<file path="config.mk">
export PLATFORM = sky130hd
export DESIGN_NAME = instr_fetch_unit_flat
export DESIGN_NICKNAME = d
export VERILOG_FILES = /design/src/rtl/fetch_pkg.sv /design/src/rtl/instr_fetch_unit_if.sv /design/src/rtl/instr_fetch_unit_pc_next_gen.sv /design/src/rtl/instr_fetch_unit.sv /design/src/flat_wrapper.sv
export SDC_FILE = /design/constraint.sdc
export NUM_CORES = 1
export LEC_CHECK = 0
export BUFFER_PORTS_ARGS = -buffer_cell sky130_fd_sc_hd__buf_2
export CORE_MARGIN = 2
export CORE_UTILIZATION = 55
export DETAILED_ROUTE_END_ITERATION = 8
export PLACE_DENSITY = 0.92
export SYNTH_ARGS = -nofsm -noshare
export SYNTH_HDL_FRONTEND = slang
export SYNTH_SLANG_ARGS = --single-unit
</file>
<file path="constraint.sdc">
create_clock -name clk -period 3.6 [get_ports clk]
set_input_delay 0.36 -clock clk [delete_from_list [all_inputs] [get_ports clk]]
set_output_delay 0.36 -clock clk [all_outputs]
set_load 0.02 [all_outputs]
</file>
<file path="src/rtl/fetch_pkg.sv">
// Shared definitions for the instruction fetch unit: FSM encoding, default widths
// and the sequential PC step.
package fetch_pkg;

    localparam int unsigned PC_W_DEFAULT   = 16;
    localparam int unsigned INST_W_DEFAULT = 16;
    localparam int unsigned OFFS_W_DEFAULT = 10;

    // Instructions are 16-bit, so the PC advances in bytes by two.
    localparam int unsigned PC_STEP = 2;

    typedef logic [1:0] state_t;

    localparam state_t S_IDLE  = 2'd0;
    localparam state_t S_FETCH = 2'd1;
    localparam state_t S_HOLD  = 2'd2;

endpackage

</file>
<file path="src/rtl/instr_fetch_unit_if.sv">
// Memory and control-unit signals of the fetch unit. The fetch unit takes the
// master view; the memory/control-unit side takes the slave view.
interface instr_fetch_unit_if
    import fetch_pkg::*;
#(
    parameter int unsigned PC_W   = PC_W_DEFAULT,
    parameter int unsigned INST_W = INST_W_DEFAULT,
    parameter int unsigned OFFS_W = OFFS_W_DEFAULT
);

    logic              mem_req;
    logic [PC_W-1:0]   mem_addr;
    logic              mem_ack;
    logic [INST_W-1:0] mem_rdata;
    logic [INST_W-1:0] instruction;
    logic              inst_valid;
    logic              inst_load;
    logic [PC_W-1:0]   pc;
    logic              pc_inc;
    logic              en_pc_2;
    logic              branch_en;
    logic [OFFS_W-1:0] pc_offset;

    modport master (
        output mem_req, mem_addr, instruction, inst_valid, inst_load, pc,
        input  mem_ack, mem_rdata, pc_inc, en_pc_2, branch_en, pc_offset
    );

    modport slave (
        input  mem_req, mem_addr, instruction, inst_valid, inst_load, pc,
        output mem_ack, mem_rdata, pc_inc, en_pc_2, branch_en, pc_offset
    );

endinterface

</file>
<file path="src/rtl/instr_fetch_unit_pc_next_gen.sv">
// Combinational next-PC selection: branch target, sequential step, or hold.
module pc_next_gen
    import fetch_pkg::*;
#(
    parameter int unsigned PC_W   = PC_W_DEFAULT,
    parameter int unsigned OFFS_W = OFFS_W_DEFAULT
) (
    input  logic [PC_W-1:0]   pc_i,
    input  logic              en_pc_2_i,
    input  logic              branch_en_i,
    input  logic [OFFS_W-1:0] pc_offset_i,
    output logic [PC_W-1:0]   next_pc_o
);

    logic signed [PC_W-1:0] offs_sx;
    logic [PC_W-1:0]        byte_offs;
    logic [PC_W-1:0]        seq_pc;
    logic [PC_W-1:0]        sel_pc;

    // Word offset, sign-extended then scaled to bytes; all sums wrap mod 2^PC_W.
    assign offs_sx   = PC_W'($signed(pc_offset_i));
    assign byte_offs = {offs_sx[PC_W-2:0], 1'b0};
    assign seq_pc    = pc_i + PC_W'(PC_STEP);

    always_comb begin
        sel_pc = pc_i;
        if (branch_en_i) begin
            sel_pc = seq_pc + byte_offs;
        end else if (en_pc_2_i) begin
            sel_pc = seq_pc;
        end
        next_pc_o = {sel_pc[PC_W-1:1], 1'b0};
    end

endmodule

</file>
<file path="src/rtl/instr_fetch_unit.sv">
// Program counter owner: fetches one instruction per req/ack transaction, holds it
// for the control unit and applies its PC command to form the next fetch address.
module instr_fetch_unit
    import fetch_pkg::*;
#(
    parameter int unsigned     PC_W         = PC_W_DEFAULT,
    parameter int unsigned     INST_W       = INST_W_DEFAULT,
    parameter int unsigned     OFFS_W       = OFFS_W_DEFAULT,
    parameter logic [PC_W-1:0] RESET_VECTOR = '0
) (
    input logic               clk,
    input logic               rst,
    instr_fetch_unit_if.master bus_io
);

    state_t            state_q, state_d;
    logic [PC_W-1:0]   pc_q, pc_d;
    logic [INST_W-1:0] instr_q, instr_d;
    logic              load_q, load_d;
    logic [PC_W-1:0]   next_pc;

    pc_next_gen #(
        .PC_W   (PC_W),
        .OFFS_W (OFFS_W)
    ) u_pc_next_gen (
        .pc_i        (pc_q),
        .en_pc_2_i   (bus_io.en_pc_2),
        .branch_en_i (bus_io.branch_en),
        .pc_offset_i (bus_io.pc_offset),
        .next_pc_o   (next_pc)
    );

    always_comb begin
        state_d = state_q;
        pc_d    = pc_q;
        instr_d = instr_q;
        load_d  = 1'b0;
        case (state_q)
            S_IDLE: state_d = S_FETCH;
            S_FETCH: begin
                if (bus_io.mem_ack) begin
                    instr_d = bus_io.mem_rdata;
                    load_d  = 1'b1;
                    state_d = S_HOLD;
                end
            end
            S_HOLD: begin
                // No command: instruction stays visible until the control unit acts.
                if (bus_io.pc_inc) begin
                    pc_d    = next_pc;
                    state_d = S_FETCH;
                end
            end
            default: state_d = S_IDLE;
        endcase
    end

    always_ff @(posedge clk) begin
        if (rst) begin
            state_q <= S_IDLE;
            pc_q    <= {RESET_VECTOR[PC_W-1:1], 1'b0};
            instr_q <= '0;
            load_q  <= 1'b0;
        end else begin
            state_q <= state_d;
            pc_q    <= pc_d;
            instr_q <= instr_d;
            load_q  <= load_d;
        end
    end

    assign bus_io.mem_req     = (state_q == S_FETCH);
    assign bus_io.mem_addr    = pc_q;
    assign bus_io.pc          = pc_q;
    assign bus_io.instruction = instr_q;
    assign bus_io.inst_valid  = (state_q == S_HOLD);
    assign bus_io.inst_load   = load_q;

endmodule

</file>
<file path="src/flat_wrapper.sv">
// flat-port wrapper written by rule: the top's interface ports become plain ports
module instr_fetch_unit_flat import fetch_pkg::*;
#(
    parameter int unsigned     PC_W         = PC_W_DEFAULT,
    parameter int unsigned     INST_W       = INST_W_DEFAULT,
    parameter int unsigned     OFFS_W       = OFFS_W_DEFAULT,
    parameter logic [PC_W-1:0] RESET_VECTOR = '0
)
  (clk, rst, bus_io_mem_req, bus_io_mem_addr, bus_io_instruction, bus_io_inst_valid, bus_io_inst_load, bus_io_pc, bus_io_mem_ack, bus_io_mem_rdata, bus_io_pc_inc, bus_io_en_pc_2, bus_io_branch_en, bus_io_pc_offset);
  instr_fetch_unit_if #(.PC_W(PC_W), .INST_W(INST_W), .OFFS_W(OFFS_W)) bus_io_i ();
  input logic clk;
  input logic rst;
  output wire logic [$bits(bus_io_i.mem_req)-1:0] bus_io_mem_req;
  output wire logic [$bits(bus_io_i.mem_addr)-1:0] bus_io_mem_addr;
  output wire logic [$bits(bus_io_i.instruction)-1:0] bus_io_instruction;
  output wire logic [$bits(bus_io_i.inst_valid)-1:0] bus_io_inst_valid;
  output wire logic [$bits(bus_io_i.inst_load)-1:0] bus_io_inst_load;
  output wire logic [$bits(bus_io_i.pc)-1:0] bus_io_pc;
  input wire logic [$bits(bus_io_i.mem_ack)-1:0] bus_io_mem_ack;
  input wire logic [$bits(bus_io_i.mem_rdata)-1:0] bus_io_mem_rdata;
  input wire logic [$bits(bus_io_i.pc_inc)-1:0] bus_io_pc_inc;
  input wire logic [$bits(bus_io_i.en_pc_2)-1:0] bus_io_en_pc_2;
  input wire logic [$bits(bus_io_i.branch_en)-1:0] bus_io_branch_en;
  input wire logic [$bits(bus_io_i.pc_offset)-1:0] bus_io_pc_offset;
  assign bus_io_mem_req = bus_io_i.mem_req;
  assign bus_io_mem_addr = bus_io_i.mem_addr;
  assign bus_io_instruction = bus_io_i.instruction;
  assign bus_io_inst_valid = bus_io_i.inst_valid;
  assign bus_io_inst_load = bus_io_i.inst_load;
  assign bus_io_pc = bus_io_i.pc;
  assign bus_io_i.mem_ack = bus_io_mem_ack;
  assign bus_io_i.mem_rdata = bus_io_mem_rdata;
  assign bus_io_i.pc_inc = bus_io_pc_inc;
  assign bus_io_i.en_pc_2 = bus_io_en_pc_2;
  assign bus_io_i.branch_en = bus_io_branch_en;
  assign bus_io_i.pc_offset = bus_io_pc_offset;
  instr_fetch_unit #(.PC_W(PC_W), .INST_W(INST_W), .OFFS_W(OFFS_W), .RESET_VECTOR(RESET_VECTOR)) u_core (.clk(clk), .rst(rst), .bus_io(bus_io_i));
endmodule
</file>
* Word level (Yosys, flattened, before mapping)
Cells that the tools add are included.
** Storage, ports and cells
- Register bits :: 34
- Output and inout bits :: 51
** Cells by class
- Reduce and logical (&&, ||, !) cells :: 6
- Eq/ne operators :: 4
- Bitwise gates (word level) :: 1
- Muxes and demuxes :: 6
- $add $sub $neg :: 2
** Operators with widths (number)
- $mux 16 :: 2
- $add 16x16->16 :: 1
- $add 16x2->16 const B :: 1
- $pmux 2 s3 :: 1
- $mux 2 :: 2
- $ne 2x1->1 const B :: 2
- $reduce_and 2->1 :: 2
- $reduce_and 3->1 :: 1
- $eq 2x1->1 const B :: 1
- $eq 2x2->1 const B :: 1
- $logic_not 2->1 :: 1
- $reduce_bool 2->1 :: 1
- $reduce_or 2->1 :: 1
- $mux 1 :: 1
- $not 1->1 :: 1

* Logic depth before layout (Yosys ltp)
Gate-level depths: netlist of the first run.
- Depth in word-level cells :: 3
- Gate-level depth with buffers :: 13
- Depth with buffers taken out :: 12

* Hierarchy
Synthesis of the first run repeated with hierarchy kept, for this count alone.
** Second synthesis, totals
- Cells, all modules :: 381
- Area, all modules :: 3210.6 um2
** Modules (own cells, without submodules)
- instr_fetch_unit :: area each 1696.6 um2, cells each 168, instances 1
- pc_next_gen :: area each 1514.0 um2, cells each 213, instances 1

* Worst setup path before layout of the first run
Ideal clock, no wire load.
- Kind :: register to register
- Start point :: register u_core.pc_q[5] (netlist: u_core.bus_io.mem_addr[5])
- End point :: register u_core.pc_q[14] (netlist: u_core.bus_io.mem_addr[14])
- Slack :: 949 ps
- Arrival :: 2533 ps
- Path buffers :: 1
- Clock period less this slack :: 2651 ps
- Cell stages (with the launch flop) :: 13
- Library setup time :: 118 ps
- Cells stage by stage :: dfxtp_1 -> buf_4 -> and4_4 -> and3_1 -> nand2_1 -> xnor2_1 -> ha_1 -> a21o_1 -> a21o_1 -> a31oi_1 -> o211a_1 -> o22a_1 -> nand2_1
** On the way
- Cells in the longest elaborated chain, start to end :: 3
** RTL lines
- start: declaration :: line instr_fetch_unit.sv:17 : logic [PC_W-1:0] pc_q, pc_d;
- start signal: assignment :: line instr_fetch_unit.sv:61 : pc_q <= {RESET_VECTOR[PC_W-1:1], 1'b0};
- start signal: assignment :: line instr_fetch_unit.sv:66 : pc_q <= pc_d;
- $add 16x2->16 * :: line instr_fetch_unit_pc_next_gen.sv:23 : assign seq_pc = pc_i + PC_W'(PC_STEP);
- $add 16x16->16 or $mux 16 (tied branches) :: line instr_fetch_unit_pc_next_gen.sv:28, instr_fetch_unit_pc_next_gen.sv:29
- $mux 16 * :: line instr_fetch_unit_pc_next_gen.sv:27 : if (branch_en_i) begin
Every way passes the cells marked *; elsewhere a longest branch is shown, timed or not. The select of a mux whose other input is x is not followed.
A chain may end at the register's enable or synchronous reset.

* Worst setup path after layout of the first run
- Start point :: register u_core.pc_q[1] (netlist: u_core.bus_io.mem_addr[1])
- End point :: register u_core.pc_q[15] (netlist: u_core.bus_io.mem_addr[15])
The elaborated chain is that of the path after synthesis.

==> out/results.txt, run 1 <==
Cell row count: 24
Post-synth top area cell: dfxtp_1
Die area: 5110 µm²
Port buffer count: 80
Crit path DAT: 3.08 ns
WP data required: 3.76 ns
Rel. slew slack: 31.3%
Main synth FF type: dfxtp_1
CP endpoint: u_core.bus_io.mem_addr[15]
Register area: 681 µm²
F_max: 0.342 GHz
Clock H-tree levels: 2
Hold/Removal Path Class: in -> reg
FF-to-FF Start: u_core.bus_io.mem_addr[1]
Syn Area/Cell: 7.75 µm²
Max Cap Violations: 0
Tcrit/Tclk final: 81.3%
Final WL: 6.23 mm
Yosys warning count: 0
First-pass GRT wire length: 10.2 mm
Routability cong.: 0.920
Pwr dens: 338 nW/µm²
Clock buffer depth: 2
Core area: 4350 µm²
Multi-input gate area: 1600 µm²
Clk slew on worst S/H paths: 0.08 ns
Post-route ant nets: 0
Most frequent CP cell: a21oi_1
CP Cell Sequence: ha_1 > nand3_1 > xnor2_1 > ha_1 > a21o_1 > a21oi_1 > a21oi_1 > o21ai_0 > o211ai_1 > a21oi_1 > nor3_2
Crit path max fanout: 8
Largest net degree at the start of global routing: 38
Final Setup Violations: 0
Half-perimeter wire length after placement: 4.64 mm
Max stage delay cell, worst path: dfxtp_1
Initial Util: 57.5%
Largest cells by area after synthesis: dfxtp_1 27%, ha_1 9.5%, a21oi_1 8.0%, nand2_1 8.0%, buf_4 5.7%
Hold_ws: 0.301 ns
Slew Limit Fails: 0
Post-CTS setup buffers: 0
Via count: 2501
Clk_skew: 0.00597 ns
EDFF count, synth: 0
R2r setup slk: 0.67 ns
Worst-margin pin slew: 1.03 ns
Total negative slack for setup checks: 0 ns
Global Route Usage Sum: 24.7%
Seq/Total Area, Yosys: 27.2%
Final Hold Viols: 0
Fillers: 384
CP Class: reg -> reg
P&R area growth vs syn: 16.8%
Crit path time final: 2.93 ns
Leak: 1.41 nW
Share of cells above drive strength 1: 27.2%
CTS sink count: 34
Die Span Y: 71.5 µm
Number of antenna violations at the first check in global routing: 0
Average wire per standard cell: 14.4 µm
Hold buffers post-CTS: 0
CP endpoint kind: register
Number of global-route vias before repair: 2323
Launching element type of the critical path: register
DR vias/cell: 5.76
Synth unique cells: 57
CTS tree: built
Commonest cells in the netlist: 53 x nand2_1, 40 x a21oi_1, 34 x dfxtp_1, 23 x nor2_1
Outcome: finished clean
Netlist area before placement: 2500 µm²
IO Count: 83
Cells after synthesis: 323
Post-synth top area share: 27.2%
Reg2Reg Depth: 11
Post-CTS sizing: 0
N_diodes: 0
CP Launch Point: u_core.bus_io.mem_addr[1]
Die X: 71.5 µm
Worst-Skew Late Latency: 0.29 ns
Yosys reg bits: 34
Reg2reg end: u_core.bus_io.mem_addr[15]
Nets: 433
Unrepaired setup endpoints after global routing: false
TritonCTS Buffers: 5
Detailed Route Iter0 Violations: 171
Worst path max stage delay: 0.48 ns
Clock Root Buffer: clkbuf_8
Most frequent cell after synthesis: nand2_1
TritonRoute pass-1 iters: 5
VDD IR max: 0.259 mV
Total grt overflow: 0
DRC: 0
FFs w/ async S/R, synth: 0%
worst min-delay path by stage:
stage	startpoint	to	slack [ns]	depth (start not counted)
finish	bus_io_mem_rdata[15]	u_core.bus_io.instruction[15]	0.30	3
global route	bus_io_mem_rdata[12]	u_core.bus_io.instruction[12]	0.30	3
CTS	bus_io_mem_rdata[8]	u_core.bus_io.instruction[8]	0.29	3
detailed placement	u_core.bus_io.instruction[4]	u_core.bus_io.instruction[4]	0.45	2
global placement	u_core.bus_io.instruction[10]	u_core.bus_io.instruction[10]	0.44	2
floorplan	bus_io_mem_rdata[0]	u_core.bus_io.instruction[0]	0.50	2
worst max-delay path: cells and delay by family (launching register included):
family,cells,cell delay (ns)
AOI/OAI and AO/OA,6,1.18
DFF,1,0.48
xor gates and xnor gates,1,0.26
adders and majority gates,2,0.60
and+or+nand+nor,2,0.26
per-stage QoR:
stage / cell area [µm²] / util (%) / worst slack, ns / std cells / total power, mW
finish: 2920 / 67.1 / 0.672 / 434 / 0.988
global route: 2920 / 67.1 / 0.359 / 434 / 1.03
CTS: 2920 / 67.1 / 0.685 / 434 / 0.997
detailed placement: 2790 / 64.0 / 0.726 / 426 / 0.562
global placement: 2790 / 64.0 / 0.745 / 426 / 0.558
floorplan: 2510 / - / 0.949 / 324 / 0.517
flip-flops by register name, indices dropped and copies added (netlist names):
signal	flops
u_core.bus_io.instruction	16
u_core.bus_io.inst_load	1
u_core.bus_io.mem_addr	15
u_core.state_q	2
placed cells by master (no fill, tap or decap), types with 2 or more instances in the layout:
master     synthesis  final
a21oi_1           40     40
o31ai_1            2      2
o2111ai_1          2      2
dfxtp_1           34     34
o22a_1             2      2
a21o_1             7      7
or2_2              2      2
nor2_2             2      2
a222oi_1           2      2
o21a_1             3      3
nand2_1           53     53
and3_1             4      4
conb_1             1      2
nand4_1            2      2
clkbuf_8           0      5
bufinv_16          0      2
ha_1              19     19
nand3_1            8      8
o211ai_1           3      3
nor2_1            23     23
a31oi_1            3      3
and4_4             3      3
mux2i_1            2      2
nand2b_1           2      2
nor2b_1            2      2
inv_1             11     11
buf_2              2     80
nor3_1             5      5
o21ai_0            8      8
xnor2_1           15     15
xor2_1             4      4
a22oi_1            4      4
cells by family after synthesis:
group | count (synthesis) | share of synthesized area (%)
AND/OR/NAND/NOR | 119 | 23.8
AO/OA/AOI/OAI | 87 | 22.0
buffers and inverters | 41 | 9.10
flip-flops | 34 | 27.2
adder cells (fa/ha/maj) | 20 | 10.3
XOR/XNOR | 19 | 6.65
multiplexers | 2 | 0.800
other | 1 | 0.150
area by class of cell:
class	instances	share of cell area [%]
flip-flops and latches	34	23.3
multi-input cells	249	54.7
repair buffers	80	13.7
clock buffers	5	2.35
inverters	11	1.41
well taps	52	2.23
clock inverters	3	2.35
power by group:
part | switching [mW] | internal, mW
registers | 0.0103 | 0.389
logic | 0.0961 | 0.0599
clock network | 0.155 | 0.278
total | 0.262 | 0.727
metal layers:
metal | track usage (%) | wire, µm
met1 | 31.1 | 2590
met5 | 0 | 0
met4 | 10.1 | 70
met3 | 5.91 | 548
met2 | 40.7 | 3030
No activity file was read; power rests on OpenSTA's default activity.
==> run 2, diff against run 1 <==
CORE_UTILIZATION = 46   (was 55)
PLACE_DENSITY = 0.83   (was 0.92)
clock period = 2.5 ns   (was 3.6 ns; I/O delays follow)
==> run 2 against run 1 <==
Compared with the run above: the run now ends with setup timing left; non-clock buffer count is 39 higher; core utilization about the same; combinational power up 71%; count of clock-buffer cells in the layout is 2 higher; highest routed layer unchanged; power grew 38%; register-to-register slack worse by 0.69 ns; global-route usage is 1.8 points lower; largest cell class unchanged; maximum frequency increased by 16%; hold slack got worse by 0.10 ns; critical endpoint unchanged; clock power up 22%; critical path depth is the same.
==> out/results.txt, run 2 (synthesis results as in run 1) <==
Outcome: finished, violations left
Failing checks: setup timing
Largest net degree at the start of global routing: 38
Global Route Usage Sum: 23.0%
Post-route ant nets: 0
Post-Place Setup Slack: -0.174 ns
Crit path time final: 2.52 ns
Max FFs per register: 16
Die Span Y: 77.8 µm
CP Class: reg -> reg
Average wire per standard cell: 15.0 µm
TritonCTS Buffers: 5
Number of global-route vias before repair: 2513
Post-layout util: 67.1%
Crit path DAT: 2.67 ns
Clock Root Buffer: clkbuf_8
Clock H-tree levels: 2
Initial Util: 48.4%
Min-Delay Endpoint: u_core.bus_io.instruction[12]
Worst-Skew Late Latency: 0.29 ns
Number of antenna violations at the first check in global routing: 0
WP data required: 2.65 ns
Hold_ws: 0.197 ns
P&R area growth vs syn: 38.7%
Worst-margin pin slew: 0.739 ns
Cell area after layout: 3470 µm²
Reg2reg end: u_core.bus_io.mem_addr[15]
Most frequent cells in the layout: 80 x buf_2, 50 x nand2_1, 38 x buf_4
TritonRoute pass-1 iters: 5
First-pass GRT wire length: 11.2 mm
R2r setup slk: -0.02 ns
Tot Pwr: 1.37 mW
Launching element type of the critical path: register
Clock buffer depth: 2
Max Cap Violations: 0
Share of cells above drive strength 1: 43.2%
Routability cong.: 0.930
Rel. slew slack: 50.7%
Cell row count: 26
DRC: 0
F_max: 0.397 GHz
Setup ws final: -0.0162 ns
DR vias/cell: 5.45
Total grt overflow: 0
IO Count: 83
Pwr dens: 394 nW/µm²
FF-to-FF Start: u_core.bus_io.mem_addr[3]
VDD IR max: 0.310 mV
Fillers: 419
Port buffer count: 80
Final Setup Violations: 2
Final Hold Viols: 0
Core area: 5170 µm²
Final WL: 7.36 mm
Hold Path Origin: bus_io_mem_rdata[12]
Unrepaired setup endpoints after global routing: true
Slew Limit Fails: 0
Half-perimeter wire length after placement: 5.02 mm
CP Launch Point: u_core.bus_io.mem_addr[3]
CP endpoint kind: register
Detailed Route Iter0 Violations: 185
Tcrit/Tclk final: 101%
Leak: 1.68 nW
Nets: 472
Via count: 2678
Hold buffers post-CTS: 0
Worst Hold Depth: 3
Clk slew on worst S/H paths: 0.07 ns
CTS sink count: 34
Clk_skew: 0.00561 ns
Crit path max fanout: 4
Hold/Removal Path Class: in -> reg
Die area: 6050 µm²
CTS tree: built
Die X: 77.8 µm
Reg2Reg Depth: 11
N_diodes: 0
Post-DP Area: 3050 µm²
Most common cell after layout, fill and taps aside: buf_2
run 2: cell types whose count changed in the layout (fill, tap and decap cells not counted), moves of 4 or more:
cell     delta
ha_1        -6
xnor2_2     +4
dfxtp_1     -9
buf_4      +38
dfxtp_2     +7
xnor2_1     -4
run 2: how the worst max path moves through the flow:
stage / slack [ns] / end / cells after the start
2_1_floorplan: -0.01 / u_core.bus_io.mem_addr[15] / 11
3_3_place_gp: -0.04 / u_core.bus_io.mem_addr[15] / 12
3_5_place_dp: -0.17 / u_core.bus_io.mem_addr[15] / 11
4_1_cts: 0.007 / u_core.bus_io.mem_addr[11] / 11
5_1_grt: -0.12 / u_core.bus_io.mem_addr[6] / 12
6_report: -0.02 / u_core.bus_io.mem_addr[15] / 11
run 2: per-layer routing:
metal  vias to the layer above  wire (µm)  track usage, %
met3                        10        505            4.53
met4                         0        102            7.32
met2                       112       3780            39.9
met5                         -          0               0
li1                       1315          -               -
met1                      1241       2970            28.4
run 2: power by group:
part	internal, mW	switching (mW)	leakage [nW]
sequential	0.559	0.0130	0.282
clock	0.325	0.202	0.0585
combinational	0.109	0.158	1.34
run 2: critical path, stage by stage, from the launching register on:
cell and delay, ns:
dfxtp_4 0.37, and4_4 0.21, and3_4 0.22, nand4_1 0.15, xnor2_2 0.27, ha_4 0.25, a21oi_1 0.13, o21ai_1 0.10
o21ai_1 0.22, o211ai_1 0.17, a21oi_1 0.23, nor3_2 0.06
run 2: per-stage QoR:
| step | setup TNS, ns | cells |
|---|---|---|
| 3_3_place_gp | -0.0382 | 473 |
| 6_report | -0.0234 | 491 |
| 4_1_cts | 0 | 484 |
| 5_1_grt | -0.565 | 491 |
| 2_1_floorplan | -0.00988 | 324 |
| 3_5_place_dp | -0.534 | 473 |
run 2: layout make-up:
class	count	area, µm²	share of cell area (%)
multi-input combinational	249	1830	52.8
timing repair buffer	119	697	20.1
sequential	34	697	20.1
tap	70	87.6	2.52
clock inverter	1	30.0	0.865
inverter	11	41.3	1.19
clock buffer	7	86.3	2.49
run 2: repair_timing:
| action | in CTS | in global routing |
|---|---|---|
| resized for setup | 11 | 32 |
| cloned | 0 | 0 |
| setup endpoints to repair | 7 | 10 |
| setup buffers | 3 | 7 |
| pin swaps | 11 | 18 |
